==> src/rtl/mem_stage_ctrl.sv <==
// ============================================================================
// Module   : mem_stage_ctrl
// Brief    : MEM-stage controller. It resolves the branch, runs loads and
//            stores over a req/ack data-memory handshake with a timeout,
//            stalls upstream and drives the registered MEM/WB outputs.
//            Optional macro MEM_ALIGN_CHECK_EN rejects misaligned accesses.
// Revision : 1.0 - initial release
// ============================================================================
`default_nettype none

module mem_stage_ctrl #(
  parameter int DATA_W         = 32,
  parameter int REG_W          = 5,
  parameter int TIMEOUT_CYCLES = 15
) (
  input  logic              clk,
  input  logic              rst_n,
  input  logic [2:0]        in_M,
  input  logic [1:0]        in_WB,
  input  logic [DATA_W-1:0] in_add,
  input  logic              in_flag,
  input  logic [DATA_W-1:0] in_res,
  input  logic [DATA_W-1:0] in_dat2,
  input  logic [REG_W-1:0]  in_mux,
  output logic              stall,
  output logic              dmem_req,
  output logic              dmem_we,
  output logic [DATA_W-1:0] dmem_addr,
  output logic [DATA_W-1:0] dmem_wdata,
  input  logic              dmem_ack,
  input  logic [DATA_W-1:0] dmem_rdata,
  output logic [DATA_W-1:0] ou_rdata,
  output logic [DATA_W-1:0] ou_res,
  output logic [REG_W-1:0]  ou_mux,
  output logic [1:0]        ou_WB,
  output logic              ou_pcsrc,
  output logic [DATA_W-1:0] ou_add,
  output logic              ou_err
);

  typedef enum logic [0:0] {
    IDLE = 1'b0,
    BUSY = 1'b1
  } state_t;

  localparam logic [7:0] c_TO_LAST = 8'(TIMEOUT_CYCLES - 1);

  state_t              state_q, state_d;
  logic [7:0]          cnt_q, cnt_d;

  // Instruction fields captured while the access is in flight
  logic [DATA_W-1:0]   res_q, res_d;
  logic [REG_W-1:0]    mux_q, mux_d;
  logic [1:0]          wb_q, wb_d;
  logic [DATA_W-1:0]   add_q, add_d;
  logic                pcsrc_q, pcsrc_d;

  logic                req_q, req_d;
  logic                we_q, we_d;
  logic [DATA_W-1:0]   addr_q, addr_d;
  logic [DATA_W-1:0]   wdata_q, wdata_d;
  logic [DATA_W-1:0]   ordata_q, ordata_d;
  logic [DATA_W-1:0]   ores_q, ores_d;
  logic [REG_W-1:0]    omux_q, omux_d;
  logic [1:0]          owb_q, owb_d;
  logic                opcsrc_q, opcsrc_d;
  logic [DATA_W-1:0]   oadd_q, oadd_d;
  logic                err_q, err_d;

  logic                w_memop;
  logic                w_misalign;
  logic                w_timeout_hit;

  assign w_memop = in_M[1] | in_M[0];

`ifdef MEM_ALIGN_CHECK_EN
  assign w_misalign = |in_res[1:0];
`else
  assign w_misalign = 1'b0;
`endif

  assign w_timeout_hit = (state_q == BUSY) & ~dmem_ack & (cnt_q == c_TO_LAST);

  assign stall = ((state_q == IDLE) & w_memop & ~w_misalign) |
                 ((state_q == BUSY) & ~dmem_ack & ~w_timeout_hit);

  always_comb begin
    state_d  = state_q;
    cnt_d    = cnt_q;
    res_d    = res_q;
    mux_d    = mux_q;
    wb_d     = wb_q;
    add_d    = add_q;
    pcsrc_d  = pcsrc_q;
    req_d    = req_q;
    we_d     = we_q;
    addr_d   = addr_q;
    wdata_d  = wdata_q;
    ordata_d = ordata_q;
    ores_d   = ores_q;
    omux_d   = omux_q;
    owb_d    = owb_q;
    opcsrc_d = opcsrc_q;
    oadd_d   = oadd_q;
    err_d    = 1'b0;

    case (state_q)
      IDLE: begin
        if (w_memop && w_misalign) begin
          owb_d    = 2'b00;
          opcsrc_d = 1'b0;
          err_d    = 1'b1;
        end else if (w_memop) begin
          // MemWrite wins when both MemRead and MemWrite are set
          state_d  = BUSY;
          cnt_d    = 8'd0;
          req_d    = 1'b1;
          we_d     = in_M[0];
          addr_d   = in_res;
          wdata_d  = in_dat2;
          res_d    = in_res;
          mux_d    = in_mux;
          wb_d     = in_WB;
          add_d    = in_add;
          pcsrc_d  = in_M[2] & in_flag;
          owb_d    = 2'b00;
          opcsrc_d = 1'b0;
        end else begin
          ores_d   = in_res;
          omux_d   = in_mux;
          owb_d    = in_WB;
          oadd_d   = in_add;
          opcsrc_d = in_M[2] & in_flag;
        end
      end
      BUSY: begin
        if (dmem_ack) begin
          state_d  = IDLE;
          req_d    = 1'b0;
          if (!we_q) begin
            ordata_d = dmem_rdata;
          end
          ores_d   = res_q;
          omux_d   = mux_q;
          owb_d    = wb_q;
          oadd_d   = add_q;
          opcsrc_d = pcsrc_q;
        end else if (w_timeout_hit) begin
          state_d  = IDLE;
          req_d    = 1'b0;
          owb_d    = 2'b00;
          opcsrc_d = 1'b0;
          err_d    = 1'b1;
        end else begin
          cnt_d    = cnt_q + 8'd1;
          owb_d    = 2'b00;
          opcsrc_d = 1'b0;
        end
      end
      default: begin
        state_d = IDLE;
        req_d   = 1'b0;
      end
    endcase
  end

  always_ff @(posedge clk or negedge rst_n) begin
    if (!rst_n) begin
      state_q  <= IDLE;
      cnt_q    <= 8'd0;
      res_q    <= '0;
      mux_q    <= '0;
      wb_q     <= '0;
      add_q    <= '0;
      pcsrc_q  <= 1'b0;
      req_q    <= 1'b0;
      we_q     <= 1'b0;
      addr_q   <= '0;
      wdata_q  <= '0;
      ordata_q <= '0;
      ores_q   <= '0;
      omux_q   <= '0;
      owb_q    <= '0;
      opcsrc_q <= 1'b0;
      oadd_q   <= '0;
      err_q    <= 1'b0;
    end else begin
      state_q  <= state_d;
      cnt_q    <= cnt_d;
      res_q    <= res_d;
      mux_q    <= mux_d;
      wb_q     <= wb_d;
      add_q    <= add_d;
      pcsrc_q  <= pcsrc_d;
      req_q    <= req_d;
      we_q     <= we_d;
      addr_q   <= addr_d;
      wdata_q  <= wdata_d;
      ordata_q <= ordata_d;
      ores_q   <= ores_d;
      omux_q   <= omux_d;
      owb_q    <= owb_d;
      opcsrc_q <= opcsrc_d;
      oadd_q   <= oadd_d;
      err_q    <= err_d;
    end
  end

  assign dmem_req   = req_q;
  assign dmem_we    = we_q;
  assign dmem_addr  = addr_q;
  assign dmem_wdata = wdata_q;
  assign ou_rdata   = ordata_q;
  assign ou_res     = ores_q;
  assign ou_mux     = omux_q;
  assign ou_WB      = owb_q;
  assign ou_pcsrc   = opcsrc_q;
  assign ou_add     = oadd_q;
  assign ou_err     = err_q;

endmodule

`default_nettype wire
==> config.mk <==
export PLATFORM = sky130hd
export DESIGN_NAME = mem_stage_ctrl
export DESIGN_NICKNAME = d
export VERILOG_FILES = /design/src/rtl/mem_stage_ctrl.sv
export SDC_FILE = /design/constraint.sdc
export NUM_CORES = 1
export LEC_CHECK = 0
export ABC_CLOCK_PERIOD_IN_PS = 2110
export CORE_MARGIN = 3
export CORE_UTILIZATION = 46
export DETAILED_ROUTE_END_ITERATION = 16
export GPL_ROUTABILITY_DRIVEN = 0
export PLACE_DENSITY = 0.81
export SYNTH_ARGS = -nofsm -noshare
export SYNTH_HDL_FRONTEND = slang
export SYNTH_SLANG_ARGS = --single-unit
==> constraint.sdc <==
create_clock -name clk -period 2.11 [get_ports clk]
set_input_delay 0.422 -clock clk [delete_from_list [all_inputs] [get_ports clk]]
set_output_delay 0.422 -clock clk [all_outputs]
set_load 0.02 [all_outputs]
; Yosys cells after proc, flatten, opt, wreduce, memory -nomap -nowiden
; Index checks and enable logic that the tools add are counted.
[op_classes]
n_addsub = 1
n_mul = 0
div = 0
order_cmp = 0
eq_ne = 7
shift = 0
mux = 30
n_bitwise = 11
reduce_logical = 5
[op_table]
columns = op, count
row1 = 32-bit 2-to-1 mux, 4
row2 = 32-bit one-hot mux with 2 select lines, 2
row3 = 8-bit 2-to-1 mux, 3
row4 = 8-bit one-hot mux with 2 select lines, 1
row5 = 1-bit 2-to-1 mux, 10
row6 = 5-bit 2-to-1 mux, 2
row7 = 2-bit inequality test (second input constant), 5
row8 = 5-bit one-hot mux with 2 select lines, 1
row9 = 8-bit by 1-bit adder with 8-bit output (second input constant), 1
row10 = 8-bit by 4-bit equality test with 1-bit output (second input constant), 1
row11 = 1-bit one-hot mux with 2 select lines, 4
row12 = 2-bit AND reduction, 3
row13 = 3-bit AND reduction, 2
row14 = 1-bit AND, 5
row15 = 2-bit 2-to-1 mux, 2
row16 = 1-bit NOT, 4
row17 = 2-bit one-hot mux with 2 select lines, 1
row18 = 3-bit by 2-bit inequality test with 1-bit output (second input constant), 1
row19 = 1-bit bitwise OR, 2
[word_totals]
register_bits = 220
latch_bits = 0
ram_bits = 0
romBits = 0
output_inout_bits = 172
mem_count = 0

; Longest topological paths before layout
[logic_depth]
depth_word = 6
ltp_mapped = 6
ltp_nobuf = 5

; Worst setup path after synthesis
; No wires, ideal clock.
[synth_timing]
kind = register -> output
start = register cnt_q[4]
end = output stall
arrival_ns = 1.302
path_slack_ns = 0.386
stages_incl_launch_ff = 5
path_buffers = 1
cell_sequence = dfrtp_1 or3_1 clkbuf_1 o21ai_2 nand2_1
[synth_via]
elab_chain_cells = 5
[synth_lines]
columns = element, line
row1 = "start, declared", 49  ; logic [7:0] cnt_q, cnt_d;
row2 = "start signal, assigned", 189  ; cnt_q <= cnt_d;
row3 = 8-bit by 4-bit equality test with 1-bit output, 82  ; assign w_timeout_hit = (state_q == BUSY) & ~dmem_ack & (cnt_q == c_TO_LAST);
row4 = 1-bit AND, 82
row5 = 1-bit NOT, 85  ; ((state_q == BUSY) & ~dmem_ack & ~w_timeout_hit);
row6 = 1-bit AND, 85
row7 = 1-bit bitwise OR, 84  ; assign stall = ((state_q == IDLE) & w_memop & ~w_misalign) |
row8 = "end, declared", 25  ; output logic stall,
; Every way passes these cells.

; Worst setup path after layout
[layout_timing]
start = register cnt_q[5]
end = output stall
; Same word-level chain as after synthesis.

==> results_dict.tcl <==
set metrics [dict create \
    ant_nets 0 \
    first_global_vias 6540 \
    synth-main-ff-cell "sky130_fd_sc_hd__dfrtp_1" \
    synth.largest_area_cell "sky130_fd_sc_hd__dfrtp_1" \
    cts_buffer_depth 3 \
    finish.utilization_pct 69.73 \
    antenna_found_initial 0 \
    timing.final.crit_share_pct 99.39 \
    power_density_nw_per_um2 1465 \
    final_layout_size_suffix_gt1_share_pct 37.10 \
    synth-warning-count 0 \
    drt_iter0_drc 203 \
    synth_top_cells_by_count "264 x sky130_fd_sc_hd__mux2_2, 220 x sky130_fd_sc_hd__dfrtp_1, 20 x sky130_fd_sc_hd__buf_2" \
    worstSkewPairLatency_ns 0.50 \
    synth.yosys.seq_area_share_pct 59.72 \
    place.port_buffers 313 \
    fin_skew_ns 0.006449 \
    outcome "complete, no violations" \
    floorplan.initialDensity_pct 47.06 \
    detailed_place_hpwl_mm 16.49 \
    netlist_instances 586 \
    die_area_um2 21780 \
    antennaDiodeCount 0 \
    leakage_nw 5.710 \
    cp_max_fo 2 \
    cts_made_buffers 24 \
    worst_ep_arrival_time_ns 1.68 \
    hold_viol_final 0 \
    die_w_um 147.6 \
    cts-htree-levels 1 \
    core_area_um2 19590 \
    ys_async_rst_share_pct 100.0 \
    maxClockFrequency_mhz 476.8 \
    dieHeight_um 147.6 \
    synth.lib_cells_used.distinct 29 \
    syn_area_per_cell_um2 15.73 \
    totalWireLength_mm 23.56 \
    clk_root_buffer_cell "sky130_fd_sc_hd__clkbuf_16" \
    wl_per_cell_um 19.58 \
    critPathRequiredTime_ns 1.69 \
    core.rowCount 51 \
    cap_viol_max_count 0 \
    criticalPathCategory "reg -> out" \
    ys_seq_elements 220 \
    grtUsageTotal_pct 21.16 \
    ios 314 \
    grt_pass1_wl_mm 36.88 \
    holdWs_ns 0.4278 \
    slew_headroom_pct 70.71 \
    finalWorstPathRequiredPeriod_ns 2.097 \
    post_drt_via_cell_ratio 5.072 \
    clock_sinks 220 \
    total_power_mw 20.01 \
    drt_drc_violations_left 0 \
    grt_setup_unrepaired "true" \
    critPathCaptureType "output port" \
    post-synth-top-count-cell "sky130_fd_sc_hd__mux2_2" \
    synth_edf_count 0 \
    synth_top_area_share_pct 59.72 \
    drtPass1Iterations 4 \
    cts.clk_slew.worst_paths_ns 0.06 \
    hold_path.class "in -> async" \
    num_vias 6102 \
    maxSlewViolCount 0 \
    critical_path.startpoint_type "register" \
    fillers 1380 \
    synthTopCellsByArea "sky130_fd_sc_hd__dfrtp_1 60%, sky130_fd_sc_hd__mux2_2 32%, sky130_fd_sc_hd__mux2_4 1.8%" \
    finish.net_count 1064 \
    post_synth_instance_area_um2 9219 \
    global_route.overflow_total 0 \
    grt_start_max_net_pins 73 \
    flow.area_growth_from_synthesis_pct 48.18 \
    setup_viol 0 \
    tritoncts "built" \
    vdd.ir_drop.worst_v 0.0008436 \
    syn_nets 730 \
    timing_worst_slew_pin_value_ns 0.4394 \
]
cell usage in the layout (no fill, tap or decap), types with 3 or more instances in the layout:
cell type	count
sky130_fd_sc_hd__a21oi_1	3
sky130_fd_sc_hd__buf_12	10
sky130_fd_sc_hd__buf_4	17
sky130_fd_sc_hd__clkbuf_1	5
sky130_fd_sc_hd__clkbuf_16	25
sky130_fd_sc_hd__clkbuf_8	7
sky130_fd_sc_hd__clkdlybuf4s50_1	311
sky130_fd_sc_hd__clkinv_2	5
sky130_fd_sc_hd__dfrtp_1	219
sky130_fd_sc_hd__mux2_2	264
sky130_fd_sc_hd__mux2_4	11
sky130_fd_sc_hd__mux2i_1	5
sky130_fd_sc_hd__nand2_1	13
sky130_fd_sc_hd__nand3_1	5
sky130_fd_sc_hd__o211ai_1	3
sky130_fd_sc_hd__o21ai_0	5
logic make-up after synthesis:
family / count (synthesis) / share of synthesized area [%]
DFF: 220 / 59.72
adders and majority gates: 2 / 0.2714
and+or+nand+nor: 33 / 1.859
AOI/OAI and AO/OA: 17 / 1.262
buffers and inverters: 34 / 2.307
muxes: 280 / 34.58
report_power, final:
part | internal [mW] | switching (mW) | leakage [nW]
Combinational | 4.82 | 3.96 | 2.71
Clock | 2.65 | 1.64 | 0.412
Sequential | 5.97 | 0.967 | 2.59
Total | 13.4 | 6.57 | 5.71
stage by stage:
stage	TNS (ns)	setup WS [ns]	instances	instance area (µm²)
6_report	0	0.01280	1203	13660
5_1_grt	-0.06515	-0.06515	1203	13660
4_1_cts	0	0.005846	1202	13650
3_5_place_dp	-0.1936	-0.1816	1155	12800
3_3_place_gp	-0.1597	-0.1597	1155	12800
2_1_floorplan	0	0.3862	586	9219
area by class of cell:
cell class,instances,area (µm²),share of cell area [%]
Multi-Input combinational cell,332,3513,25.72
Sequential cell,220,5509,40.33
Tap cell,265,331.6,2.427
Clock buffer,37,740.7,5.422
Clock inverter,7,85.08,0.6228
Inverter,1,3.754,0.02748
Timing Repair Buffer,341,3477,25.45
worst max-delay path: stages, from the launching register on:
cell and delay, ns:
sky130_fd_sc_hd__dfrtp_1 0.39, sky130_fd_sc_hd__or3_4 0.41, sky130_fd_sc_hd__o21ai_2 0.16, sky130_fd_sc_hd__nand2_1 0.09, sky130_fd_sc_hd__buf_6 0.14
worst paths after layout:
check	from	end	slack, ns	depth (start not counted)
hold / removal	rst_n	add_q[28]$_DFFE_PN0P_	0.43	2
min in group clk	pcsrc_q$_DFFE_PN0P_	pcsrc_q$_DFFE_PN0P_	0.48	2
setup reg to reg	state_q$_DFF_PN0_	ou_add[7]$_DFFE_PN0P_	0.22	4
max in group asynchronous	rst_n	dmem_wdata[16]$_DFFE_PN0P_	1.04	3
hold reg to reg	pcsrc_q$_DFFE_PN0P_	pcsrc_q$_DFFE_PN0P_	0.48	2
setup / recovery	cnt_q[5]$_DFFE_PN0P_	stall	0.01	4
state kept, by name, summed over array words and instances (netlist names):
name and flops:
dmem_we 1, dmem_addr 32, state_q 1, cnt_q 8, mux_q 5, ou_add 32, ou_pcsrc 1, wb_q 2
dmem_req 1, add_q 32, dmem_wdata 32, ou_rdata 32, ou_mux 5, ou_WB 2, ou_err 1, pcsrc_q 1
ou_res 32
what timing repair did:
item                                   in CTS  in global routing
resized for setup                           7                  0
hold buffers                                1                  0
buffers inserted                            2                  1
setup endpoints to repair                   1                  1
endpoints found under the hold margin      43                  0
pin swaps                                   3                  1
metal layers:
layer	up-vias	global-route usage (%)	wire length, µm
li1	2774	-	-
met1	3065	26.28	9398
met2	230	36.57	11740
met3	33	6.376	1923
met4	0	5.033	494
met5	-	0	0
Power figures use the tool's default switching activity.
